[src/rtl/wm_input_pkg.sv]
// Shared types and constants for the washer input conditioning block.
// Holds the debounce state encoding, the default debounce length and the counter width.
package wm_input_pkg;

  localparam int CNT_W = 16;
  localparam logic [CNT_W-1:0] DEB_COUNT_DEF = 16'd50000;

  typedef enum logic [1:0] {
    HI_STABLE = 2'd0,
    HI_CHECK  = 2'd1,
    LO_STABLE = 2'd2,
    LO_CHECK  = 2'd3
  } deb_state_e;

  // Counter increment that holds at all-ones instead of wrapping.
  function automatic logic [CNT_W-1:0] sat_inc(input logic [CNT_W-1:0] v);
    return (v == {CNT_W{1'b1}}) ? v : v + 1'b1;
  endfunction

endpackage

[src/rtl/wm_input_cond_if.sv]
// Per-channel result bundle from a debouncer: registered level, fall strobe, abort strobe.
// The debouncer drives it (master); the conditioning top consumes it (slave).
interface wm_input_cond_if;
  logic level;
  logic fall;
  logic abort;

  modport master (output level, output fall, output abort);
  modport slave  (input level, input fall, input abort);
endinterface

[src/rtl/wm_debounce.sv]
// One debounced channel: SYNC_STAGES synchronizer, 4-state debounce FSM with saturating counter.
// Latency raw edge -> level/fall: SYNC_STAGES+DEB_COUNT+1 cycles; no backpressure.
module wm_debounce
  import wm_input_pkg::*;
#(
  parameter logic [CNT_W-1:0] DEB_COUNT   = DEB_COUNT_DEF,
  parameter int               SYNC_STAGES = 2
) (
  input  logic            clk,
  input  logic            rst_n,
  input  logic            raw_n,
  wm_input_cond_if.master ch
);

  // DEB_COUNT of 0 is treated like 1 so the compare below never underflows.
  localparam logic [CNT_W-1:0] DEB_LAST = (DEB_COUNT == '0) ? '0 : DEB_COUNT - 1'b1;

  logic [SYNC_STAGES-1:0] sync_q, sync_d;
  deb_state_e             state_q, state_d;
  logic [CNT_W-1:0]       cnt_q, cnt_d;
  logic                   level_q, level_d;
  logic                   fall_q, fall_d;
  logic                   abort_q, abort_d;
  logic                   sync;

  assign sync = sync_q[SYNC_STAGES-1];

  always_comb begin
    sync_d  = {sync_q[SYNC_STAGES-2:0], raw_n};
    state_d = state_q;
    cnt_d   = cnt_q;
    fall_d  = 1'b0;
    abort_d = 1'b0;
    unique case (state_q)
      HI_STABLE: begin
        if (!sync) begin
          state_d = HI_CHECK;
          cnt_d   = '0;
        end
      end
      HI_CHECK: begin
        if (sync) begin
          state_d = HI_STABLE;
          abort_d = 1'b1;
        end else if (cnt_q >= DEB_LAST) begin
          state_d = LO_STABLE;
          fall_d  = 1'b1;
        end else begin
          cnt_d = sat_inc(cnt_q);
        end
      end
      LO_STABLE: begin
        if (sync) begin
          state_d = LO_CHECK;
          cnt_d   = '0;
        end
      end
      LO_CHECK: begin
        if (!sync) begin
          state_d = LO_STABLE;
          abort_d = 1'b1;
        end else if (cnt_q >= DEB_LAST) begin
          state_d = HI_STABLE;
        end else begin
          cnt_d = sat_inc(cnt_q);
        end
      end
      default: begin
        state_d = HI_STABLE;
        cnt_d   = '0;
      end
    endcase
    // A CHECK state still reports the level it came from.
    level_d = (state_d == HI_STABLE) || (state_d == HI_CHECK);
  end

  always_ff @(posedge clk or negedge rst_n) begin
    if (!rst_n) begin
      sync_q  <= '1;
      state_q <= HI_STABLE;
      cnt_q   <= '0;
      level_q <= 1'b1;
      fall_q  <= 1'b0;
      abort_q <= 1'b0;
    end else begin
      sync_q  <= sync_d;
      state_q <= state_d;
      cnt_q   <= cnt_d;
      level_q <= level_d;
      fall_q  <= fall_d;
      abort_q <= abort_d;
    end
  end

  assign ch.level = level_q;
  assign ch.fall  = fall_q;
  assign ch.abort = abort_q;

endmodule

[src/rtl/wm_input_cond.sv]
// Conditions the washer's start, water-full and accelerate inputs (sync + debounce); no backpressure.
// Latency raw edge -> output SYNC_STAGES+DEB_COUNT+1 cycles; WM_ACC_TOGGLE_EN makes acc a press-toggle.
module wm_input_cond
  import wm_input_pkg::*;
#(
  parameter logic [CNT_W-1:0] DEB_COUNT   = DEB_COUNT_DEF,
  parameter int               SYNC_STAGES = 2
) (
  input  logic clk,
  input  logic rst_n,
  input  logic i_start_n,
  input  logic i_water_full_n,
  input  logic i_acc_n,
  output logic o_start_n,
  output logic o_water_full_n,
  output logic o_acc_n,
  output logic o_glitch
);

  wm_input_cond_if start_ch ();
  wm_input_cond_if water_ch ();
  wm_input_cond_if acc_ch ();

  wm_debounce #(.DEB_COUNT(DEB_COUNT), .SYNC_STAGES(SYNC_STAGES)) u_start_deb (
    .clk   (clk),
    .rst_n (rst_n),
    .raw_n (i_start_n),
    .ch    (start_ch)
  );

  wm_debounce #(.DEB_COUNT(DEB_COUNT), .SYNC_STAGES(SYNC_STAGES)) u_water_deb (
    .clk   (clk),
    .rst_n (rst_n),
    .raw_n (i_water_full_n),
    .ch    (water_ch)
  );

  wm_debounce #(.DEB_COUNT(DEB_COUNT), .SYNC_STAGES(SYNC_STAGES)) u_acc_deb (
    .clk   (clk),
    .rst_n (rst_n),
    .raw_n (i_acc_n),
    .ch    (acc_ch)
  );

  // The fall strobe fires once per accepted press, so holding the button cannot repeat it.
  assign o_start_n      = ~start_ch.fall;
  assign o_water_full_n = water_ch.level;
  assign o_glitch       = start_ch.abort | water_ch.abort | acc_ch.abort;

`ifdef WM_ACC_TOGGLE_EN
  logic acc_lat_q, acc_lat_d;

  always_comb begin
    acc_lat_d = acc_lat_q;
    if (acc_ch.fall) begin
      acc_lat_d = ~acc_lat_q;
    end
  end

  always_ff @(posedge clk or negedge rst_n) begin
    if (!rst_n) begin
      acc_lat_q <= 1'b0;
    end else begin
      acc_lat_q <= acc_lat_d;
    end
  end

  assign o_acc_n = ~acc_lat_q;

  logic unused_bits;
  assign unused_bits = ^{start_ch.level, water_ch.fall, acc_ch.level};
`else
  assign o_acc_n = acc_ch.level;

  logic unused_bits;
  assign unused_bits = ^{start_ch.level, water_ch.fall, acc_ch.fall};
`endif

endmodule

[config.mk]
export PLATFORM = sky130hd
export DESIGN_NAME = wm_input_cond
export DESIGN_NICKNAME = d
export VERILOG_FILES = /design/src/rtl/wm_input_pkg.sv /design/src/rtl/wm_input_cond_if.sv /design/src/rtl/wm_debounce.sv /design/src/rtl/wm_input_cond.sv
export SDC_FILE = /design/constraint.sdc
export NUM_CORES = 1
export LEC_CHECK = 0
export ABC_AREA = 1
export ABC_CLOCK_PERIOD_IN_PS = 2800
export CORE_MARGIN = 2
export CORE_UTILIZATION = 65
export CTS_CLUSTER_SIZE = 20
export DETAILED_ROUTE_END_ITERATION = 10
export GPL_TIMING_DRIVEN = 0
export HOLD_SLACK_MARGIN = 0.02
export PLACE_DENSITY_LB_ADDON = 0.15
export SLEW_MARGIN = 20
export SYNTH_ARGS = -nofsm -noshare
export SYNTH_HDL_FRONTEND = slang
export SYNTH_SLANG_ARGS = --single-unit
[constraint.sdc]
create_clock -name clk -period 2.8 [get_ports clk]
set_clock_uncertainty 0.05 [all_clocks]
set_input_delay 0.42 -clock clk [delete_from_list [all_inputs] [get_ports clk]]
set_output_delay 0.42 -clock clk [all_outputs]
set_load 0.01 [all_outputs]
# Yosys cells after proc, flatten, opt, wreduce, memory -nomap -nowiden
# Index checks and enable logic that the tools add are counted.
# Widths: inputs -> output; s select.
[word_totals] out_inout_bits=4 input_bits=5 reg_bits=66 wordCells=117
[op_classes] n_mux=54 n_reduce_logical=11 eq_ne=28 n_addsub=3 n_lt_le_gt_ge=3 bitwise=3
[ops] cell="$mux 16" n=18
[ops] cell="$pmux 16 s4" n=3
[ops] cell="$add 16x1->16 const B" n=3
[ops] cell="$eq 16x16->1 const B" n=3
[ops] cell="$ge 16x16->1 const B" n=3
[ops] cell="$mux 2" n=18
[ops] cell="$pmux 2 s4" n=3
[ops] cell="$reduce_and 4->1" n=4
[ops] cell="$eq 2x2->1 const B" n=6
[ops] cell="$ne 2x1->1 const B" n=6
[ops] cell="$ne 2x2->1 const B" n=6
[ops] cell="$eq 2x1->1 const B" n=5
[ops] cell="$logic_not 2->1" n=5
[ops] cell="$mux 1" n=9
[ops] cell="$pmux 1 s2" n=3
[ops] cell="$ne 3x1->1 const B" n=1
[ops] cell="$ne 3x3->1 const B" n=1
[ops] cell="$logic_or 1x1->1" n=2
[ops] cell="$or 1x1->1" n=2
[ops] cell="$not 1->1" n=1

# Depth between registers and ports, before layout
[logic_depth] ltp_word=6 depth_mapped=11 depth_no_buf=10

# Modules after synthesis
# A second synthesis with hierarchy kept.
[hier_totals] hier_cells=559 area_unflattened_um2=4002.6
[modules_own_cells] module="wm_debounce (u_acc_deb ...)" area_each_um2=1325.0 seq_area_each_um2=579.3 cells_each=186 instances=2
[modules_own_cells] module="wm_debounce (u_water_deb)" area_each_um2=1337.5 seq_area_each_um2=579.3 cells_each=183 instances=1
[modules_own_cells] module="wm_input_cond" area_each_um2=15.0 seq_area_each_um2=0.0 cells_each=4 instances=1

# Least setup slack after synthesis
# Ideal clock, no wire load.
[synth_path] path_type="reg-to-reg" start="register u_water_deb.cnt_q[0]" end="register u_water_deb.cnt_q[14]" slack_ns=1.230 synth_period_minus_slack_ns=1.570 setup_ns=0.128 required_time_ns=2.622 path_buffers=1 stages_incl_launch_ff=11 arrival_ns=1.392 cell_sequence="dfrtp_1 -> ha_1 -> nand3_1 -> nand2_1 -> nand2_1 -> nand2_1 -> nand2_1 -> nand3_4 -> buf_6 -> nand2_1 -> o21ai_0"
[synth_between] elab_chain_len=5 elab_cells_between_ends=8 cone_classes="add/sub (1); order compare (1); eq/ne (1); mux (5)"
[synth_rtl] item="start: declaration" line_no="wm_debounce.sv:20" source="logic [CNT_W-1:0] cnt_q, cnt_d;"
[synth_rtl] item="start signal: assignment" line_no="wm_debounce.sv:88" source="cnt_q <= cnt_d;"
[synth_rtl] item="$add 16x1->16 or $eq 16x16->1 (tied branches)" line_no="wm_input_pkg.sv:17" source="return (v == {CNT_W{1'b1}}) ? v : v + 1'b1;"
[synth_rtl] item="$mux 16" line_no="wm_input_pkg.sv:17"
[synth_rtl] item="$mux 16 (*)" line_no="wm_debounce.sv:45, wm_debounce.sv:62"
[synth_rtl] item="$mux 16, on equally long branches" line_no="wm_debounce.sv:59, wm_debounce.sv:42"
[synth_rtl] item="$pmux 16 s4 (*)" line_no="wm_debounce.sv:34" source="unique case (state_q)"
# Mark *: on every way between the ends. The rest lies on a longest branch, timed or not. The select of a mux whose other input is x is not followed.
# A chain may end at the register's enable or synchronous reset.

# Worst setup path in the final report
[layout_path] start="register u_water_deb.abort_q (netlist: u_water_deb.ch.abort)" end="output o_glitch"
[layout_between] elab_chain_len=2
[layout_rtl] item="start: declaration" line_no="wm_debounce.sv:23" source="logic abort_q, abort_d;"
[layout_rtl] item="start signal: assignment" line_no="wm_debounce.sv:91" source="abort_q <= abort_d;"
[layout_rtl] item="$or 1x1->1 (2 in series)" line_no="wm_input_cond.sv:48" source="assign o_glitch = start_ch.abort | water_ch.abort | acc_ch.abort;"
[layout_rtl] item="end: declaration" line_no="wm_input_cond.sv:17" source="output logic o_glitch"
# Every way passes these cells.

==> results.json <==
{
  "grt_pass1_wl_um": 13790,
  "io_buffers": 8,
  "r2r-end": "u_water_deb.cnt_q[9]$_DFFE_PN0P_",
  "slowest_stage": "clkdlybuf4s50_1",
  "die_h_um": 80.30,
  "crit_arrival_ns": 1.57,
  "synth.distinct_cells": 30,
  "synth-seq-cells": 66,
  "cp_max_fo": 1,
  "core-area_sq_mm": 0.005574,
  "layout_min_cycle_time_ns": 2.041,
  "synth-warning-count": 0,
  "leakage_uw": 0.001919,
  "start_util_pct": 67.88,
  "routedWlPerCell_um": 12.95,
  "hold_viol_final": 0,
  "topRoutingLayerUsed": "met4",
  "insertion_delay_ns": 0.35,
  "vias": 3397,
  "p_per_area_mw_per_mm2": 477.2,
  "synth_top_area_share_pct": 38.36,
  "r2r_start": "u_water_deb.cnt_q[0]$_DFFE_PN0P_",
  "final_common_cell": "nand2_1",
  "worst_slew_pin_slew_ns": 0.4780,
  "cts_num_sinks": 66,
  "final_max_slew_viol_count": 0,
  "drcViolationCount": 0,
  "synth_area_leaders": "dfrtp_1 38%, nand2_1 19%, nand3_1 7.4%",
  "relSlewSlack_pct": 68.13,
  "final_layout_size_suffix_gt1_share_pct": 9.174,
  "synth_area_sq_mm": 0.003784,
  "timing.final.crit_share_pct": 72.90,
  "grt-ovfl-total": 0,
  "postSynthCellCount": 519,
  "cts_resized": 0,
  "finalSetupViolCount": 0,
  "antenna_cells": 0,
  "cp.depth": 2,
  "grt_pass1_vias": 3223,
  "cts.path.max_buffers": 2,
  "routed-wl-met3_um": 400,
  "layout_common_cells": "188 x nand2_1, 71 x nor2_1, 58 x dfrtp_1",
  "gp_routability_congestion": 0.9175,
  "min-delay-start": "u_start_deb.sync_q[0]$_DFF_PN1_",
  "crit_end": "o_glitch",
  "dp_hpwl_um": 5610,
  "post-route-util_pct": 75.08,
  "worstSetupEndpointType": "output port",
  "dr.first_iter.drc_count": 257,
  "viasPerCell": 5.506,
  "path_cells": "or3_1 > clkdlybuf4s50_1",
  "critPathLaunch": "u_water_deb.ch.abort$_DFF_PN0_",
  "worstSetupStartpointType": "flop",
  "dpl_cell_area_sq_mm": 0.003971,
  "dr_wl_met2_um": 3744,
  "avgSynthCellArea_sq_um": 7.290,
  "design_area_sq_mm": 0.004185,
  "cts_setup_buffers": 0,
  "fmax_mhz": 489.9,
  "rsz0062_at_grt": "no",
  "antenna_found_initial": 0,
  "antenna_left": 0,
  "cp_top_family": "buffers and inverters",
  "dieArea_sq_mm": 0.006447,
  "status": "complete, no violations",
  "crit_buf_inv": 1,
  "routed_wirelength_um": 7993,
  "ir_worst_vdd_uv": 295.8,
  "cap_violations": 0,
  "synth.largest_area_cell": "dfrtp_1",
  "syn-num-nets": 527,
  "firstDrtPassIters": 5,
  "die_x_um": 80.30,
  "h-tree-depth": 3,
  "worstRegToRegCells": 10,
  "grt_max_degree": 38,
  "numCtsBuffers": 9,
  "fillers": 432,
  "clk_pin_slew_ns": 0.07,
  "critPathKind": "reg2out",
  "ys_seq_area_share_pct": 43.92,
  "slowest_delay_ns": 0.48,
  "syn2layout_area_growth_pct": 10.61,
  "cts_tree": "yes",
  "final_nets": 548,
  "grt_usage_pct": 27.50,
  "worstPathRequired_ns": 2.33,
  "r2r_slack_ns": 0.94,
  "cts_root_buf": "clkbuf_8",
  "min_path_type": "reg2reg",
  "cts_hold_buf": 1,
  "io_pins": 9,
  "wl_met1_um": 3757,
  "rows": 27
}
kinds of logic after synthesis:
family / after synthesis / synth area share, %
compound gates: 34 / 4.993
xor+xnor: 20 / 4.828
fa+ha+maj: 3 / 0.9922
buf+inv: 48 / 5.853
flops: 66 / 43.92
simple gates: 348 / 39.42
state kept, by name, indices dropped and copies added (netlist names), named ones only:
name	cells
u_start_deb.ch.fall	1
u_water_deb.ch.level	1
u_start_deb.sync_q	2
u_start_deb.ch.abort	1
u_water_deb.ch.abort	1
u_water_deb.state_q	2
u_water_deb.cnt_q	16
u_start_deb.cnt_q	16
u_acc_deb.ch.abort	1
u_water_deb.sync_q	2
u_acc_deb.state_q	2
u_acc_deb.cnt_q	16
u_start_deb.state_q	1
u_acc_deb.sync_q	2
u_acc_deb.ch.level	1
metal layers:
metal / up-vias / global-route usage, %
li1: 1702 / -
met1: 1594 / 37.06
met2: 92 / 44.42
met3: 9 / 5.281
met4: 0 / 9.831
met5: - / 0
worst reg2reg max path: stages (launching register included):
cell and delay, ns:
dfrtp_1 0.42, ha_1 0.30, nand3_1 0.18, nand2_1 0.07, nand2_1 0.06, nand2_1 0.05
nand2_1 0.11, nand3_4 0.16, buf_6 0.20, nand2_1 0.06, o21ai_0 0.08
power breakdown:
group / total [uW] / internal, uW / switching (uW)
logic: 153 / 55.1 / 98.2
registers: 1020 / 986 / 32.7
clock network: 825 / 435 / 390
final cells by class:
| cell class | instances | area [sq um] | share of cell area [%] |
|---|---|---|---|
| Timing Repair Buffer | 10 | 107.6 | 2.571 |
| Sequential cell | 66 | 1662 | 39.70 |
| Inverter | 37 | 138.9 | 3.318 |
| Clock buffer | 10 | 137.6 | 3.288 |
| Tap cell | 72 | 90.09 | 2.152 |
| Buffer | 11 | 82.58 | 1.973 |
| Multi-Input combinational cell | 405 | 1901 | 45.41 |
| Clock inverter | 6 | 66.31 | 1.584 |
worst min path at each step:
stage / to / slack (ns) / cells past startpoint
final: u_start_deb.sync_q[1]$_DFF_PN1_ / 0.31 / 0
after global routing: u_start_deb.sync_q[1]$_DFF_PN1_ / 0.31 / 0
after CTS: u_start_deb.sync_q[1]$_DFF_PN1_ / 0.31 / 0
after detailed placement: u_acc_deb.sync_q[1]$_DFF_PN1_ / 0.30 / 0
after global placement: u_acc_deb.sync_q[1]$_DFF_PN1_ / 0.30 / 0
after floorplan: asynchronous set/reset pin / 0.07 / 0
cell usage after synthesis (all sizes together):
cell type and n:
nor3 6, dfstp 8, o21ai 27, o21bai 6
nand4 12, or3 1, clkbuf 2, nand2 191
inv 36, a31o 1, or2 4, and2 2
ha 3, nor2 72, xor2 12, nand3 60
dfrtp 58, buf 9, clkinv 1, xnor2 8
stage by stage:
step           hold WS, ns  TNS (ns)  total power [uW]  std cells  setup slack, ns
2_1_floorplan      0.07441         0              1125        519            1.230
3_3_place_gp        0.2986    -48.28              1177        599          -0.8208
3_5_place_dp        0.2988         0              1188        600           0.9452
4_1_cts             0.3095         0              2010        617           0.7315
5_1_grt             0.3114         0              2075        617           0.7004
6_report            0.3066         0              1997        617           0.7588
(Power assumes the default switching activity.)
